## src/rtl/sync_updown_counter.sv

```systemverilog
// sync_updown_counter: parameterised synchronous up/down binary counter.
// Wraps modulo 2^WIDTH in both directions. The terminal-count flag is
// combinational and is raised in the cycle before a wrap, so counters can
// be cascaded by feeding tc into the enable of the next stage.
// Reset is synchronous and active-low; while it is asserted, count is
// cleared on the next edge and tc is held low.

module sync_updown_counter #(
  parameter int WIDTH = 4
) (
  input  logic             clk,
  input  logic             reset,
  input  logic             enable,
  input  logic             up,
  output logic [WIDTH-1:0] count,
  output logic             tc
);

  localparam logic [WIDTH-1:0] ZERO     = {WIDTH{1'b0}};
  localparam logic [WIDTH-1:0] ALL_ONES = {WIDTH{1'b1}};
  localparam logic [WIDTH-1:0] ONE      = WIDTH'(1);

  logic [WIDTH-1:0] count_r;
  logic             at_max_s;
  logic             at_min_s;
  logic             tc_s;

  // Count register: reset clears it; otherwise it steps up or down when
  // enabled and holds when not. Plain +/- gives modulo 2^WIDTH wrap.
  always_ff @(posedge clk) begin
    if (!reset) begin
      count_r <= ZERO;
    end else if (enable) begin
      if (up) begin
        count_r <= count_r + ONE;
      end else begin
        count_r <= count_r - ONE;
      end
    end else begin
      count_r <= count_r;
    end
  end

  // Terminal count: the next enabled step in the current direction wraps.
  // Gated by reset so a pending clear never looks like a wrap.
  always_comb begin
    at_max_s = 1'b0;
    at_min_s = 1'b0;
    tc_s     = 1'b0;
    at_max_s = (count_r == ALL_ONES);
    at_min_s = (count_r == ZERO);
    if (reset) begin
      tc_s = enable & ((up & at_max_s) | (~up & at_min_s));
    end else begin
      tc_s = 1'b0;
    end
  end

  assign count = count_r;
  assign tc    = tc_s;

endmodule

```

## config.mk

```make
export PLATFORM = sky130hd
export DESIGN_NAME = sync_updown_counter
export DESIGN_NICKNAME = d
export VERILOG_FILES = /design/src/rtl/sync_updown_counter.sv
export SDC_FILE = /design/constraint.sdc
export NUM_CORES = 1
export LEC_CHECK = 0
export CAP_MARGIN = 10
export CORE_AREA = 2 2 39 41
export CTS_BUF_LIST = sky130_fd_sc_hd__clkbuf_16
export CTS_CLUSTER_SIZE = 8
export DETAILED_ROUTE_END_ITERATION = 8
export DIE_AREA = 0 0 41 43
export GPL_TIMING_DRIVEN = 0
export SLEW_MARGIN = 20
export SYNTH_ARGS = -nofsm -noshare
export SYNTH_HDL_FRONTEND = slang
export SYNTH_SLANG_ARGS = --single-unit
```

## constraint.sdc

```tcl
create_clock -name clk -period 2.8 [get_ports clk]
set_input_delay 0.56 -clock clk [delete_from_list [all_inputs] [get_ports clk]]
set_output_delay 0.56 -clock clk [all_outputs]
set_load 0.05 [all_outputs]
```

==> impl_metrics.json <==
{
  "outcome": "completed",
  "synth_cell_type_count": 19,
  "finalSetupTns_ns": 0,
  "hold_viol_final": 0,
  "synth.avg_cell_area_um2": 9.09,
  "antenna_cells": 0,
  "worst_slack_ns": 0.438,
  "root_buffer": "clkbuf_16",
  "fill_cells": 150,
  "dr.max_layer_used": "met3",
  "yosys_warnings": 0,
  "synth_nets": 37,
  "worst_pin_slew_ns": 0.498,
  "slew_headroom": 0.668,
  "grt_pass1_vias": 245,
  "crit_path_end": "tc",
  "core_area_um2": 1380,
  "r2r-start": "count[1]$_SDFFE_PN0P_",
  "cap_violations": 0,
  "clock_sinks": 4,
  "ff2ff_setup_slack_ns": 1.23,
  "fmax_mhz": 423,
  "wl_per_cell_um": 10.1,
  "skew_ns": 0.00226,
  "die_h_um": 43,
  "antenna_found_initial": 0,
  "final-setup-viol-count": 0,
  "drt_iter0_markers": 2,
  "arrival_ns": 1.80,
  "die_w_um": 41,
  "groute.usage.overall": 0.0856,
  "startpoint_type": "primary input",
  "drtPass1Iterations": 3,
  "worst_ep_required_time_ns": 2.24,
  "place_hpwl_um": 419,
  "htree_levels": 1,
  "area_delta_synth_final_pct": 61.5,
  "layout_common_cells": "nand2_1, clkdlybuf4s50_1, dfxtp_1",
  "clockBufferDepth": 2,
  "drive_above_1_share": 0.150,
  "cts_tree": "yes",
  "setup.worst_path.start": "up",
  "worstRegToRegCells": 5,
  "gp_congestion": 0.615,
  "async_flop_share": 0,
  "synth_edf_count": 0,
  "num_rows": 14,
  "hold_buffers": 0,
  "largest_reg_flops": 4,
  "dp_slack_ns": 0.0242,
  "p_int_uw": 284,
  "seqPwrFrac": 0.198,
  "min-delay-path-class": "flop to flop",
  "drc_errors": 0,
  "rsz0062_at_grt": "no",
  "syn-instance-count": 30,
  "switching_share": 0.255,
  "slew_violations": 0,
  "cts_buffers": 3,
  "p_clk_frac": 0.575,
  "synthFlopType": "dfxtp_1",
  "ant_nets": 0,
  "ios": 9,
  "syn_area_um2": 273,
  "wl_met1_um": 275,
  "powerDensity_nw_per_um2": 865,
  "insertion_delay_ns": 0.22,
  "wl_met2_um": 255,
  "clk_pin_slew_ns": 0.03,
  "vias": 233,
  "grt_max_degree": 8,
  "route.met3.wl_um": 32,
  "leakagePower_uw": 0.000222,
  "synth-seq-cells": 4,
  "gr-total-overflow": 0,
  "grt_pass1_wl_um": 1000,
  "combPwrFrac": 0.227,
  "r2r_end": "count[3]$_SDFFE_PN0P_",
  "peakVddDrop_mv": 0.315,
  "vias_per_cell": 4.16,
  "crit_type": "primary input to output pin",
  "fin_crit_ns": 2.36,
  "ys_seq_area_frac": 0.294,
  "start_util": 0.197,
  "nets": 49,
  "path_max_fanout": 5,
  "numPortBuffers": 7,
  "endpoint_kind": "output pin",
  "final.period_utilization": 0.844,
  "wl_um": 563,
  "die_area_um2": 1760,
  "p_switching_uw": 97.3
}
[layout make-up]
class                   count  area [µm²]  share of cell area
plain buffers               1        5.00              0.0114
clock buffers               3        75.1               0.170
inverters                   1        3.75             0.00852
multi-input cells          24         184               0.418
flip-flops and latches      4        80.1               0.182
well taps                  16        20.0              0.0455
repair buffers              7        72.6               0.165
[synthesized netlist by cell type, drive strengths merged (2+ instances only)]
| cell type | count | area, µm² |
|---|---|---|
| ha | 2 | 25.0 |
| a21oi | 2 | 13.8 |
| dfxtp | 4 | 80.1 |
| mux2i | 3 | 30.0 |
| nand2 | 6 | 22.5 |
[worst min-delay path by stage]
stage | startpoint | to | slack (ns) | depth (start not counted)
global placement | count[3]$_SDFFE_PN0P_ | count[3]$_SDFFE_PN0P_ | 0.49 | 2
floorplan | reset | count[0]$_SDFFE_PN0P_ | 0.68 | 1
detailed placement | count[3]$_SDFFE_PN0P_ | count[3]$_SDFFE_PN0P_ | 0.50 | 2
CTS | count[3]$_SDFFE_PN0P_ | count[3]$_SDFFE_PN0P_ | 0.51 | 2
finish | count[3]$_SDFFE_PN0P_ | count[3]$_SDFFE_PN0P_ | 0.51 | 2
global route | count[3]$_SDFFE_PN0P_ | count[3]$_SDFFE_PN0P_ | 0.54 | 2
[per-stage QoR]
step,std cells,total power [µW],hold WS (ns),util,instance area (µm²)
finish,56,381,0.515,0.318,440
floorplan,30,137,0.682,-,273
global placement,53,162,0.488,0.262,363
detailed placement,53,164,0.496,0.262,363
global route,56,398,0.538,0.318,440
CTS,56,387,0.515,0.316,438
[cells by family (layout without fill, tap and decap cells)]
family / after synthesis / after routing / synth area share
AOI/OAI and AO/OA: 4 / 4 / 0.115
adders and majority gates: 3 / 3 / 0.165
muxes: 3 / 3 / 0.110
and+or+nand+nor: 12 / 12 / 0.220
DFF: 4 / 4 / 0.294
xor gates and xnor gates: 2 / 2 / 0.0642
buffers and inverters: 2 / 12 / 0.0321
[routing by layer]
layer  GRT usage  vias up
met5           0        -
met4      0.0600        0
met3      0.0314        0
met2       0.116        5
met1       0.107      104
li1            -      124
[power groups by stage]
stage / clock [µW] / combinational (µW) / sequential [µW]
finish: 219 / 86.3 / 75.6
global route: 226 / 95.7 / 77.0
CTS: 224 / 87.5 / 75.8
detailed placement: 0 / 87.1 / 76.4
global placement: 0 / 85.9 / 76.0
floorplan: 0 / 38.0 / 98.7
[critical path, cell delays in order]
cell and delay, ns:
clkdlybuf4s50_1 0.44, inv_1 0.17, nand2_1 0.07, a21oi_1 0.13, dlymetal6s2s_1 0.43
[what timing repair did]
action / CTS / global route
resized for setup: 0 / 1
buffers inserted: 0 / 0
setup endpoints to repair: 0 / 1
hold endpoints to repair: 0 / 0
Power figures use the tool's default switching activity.
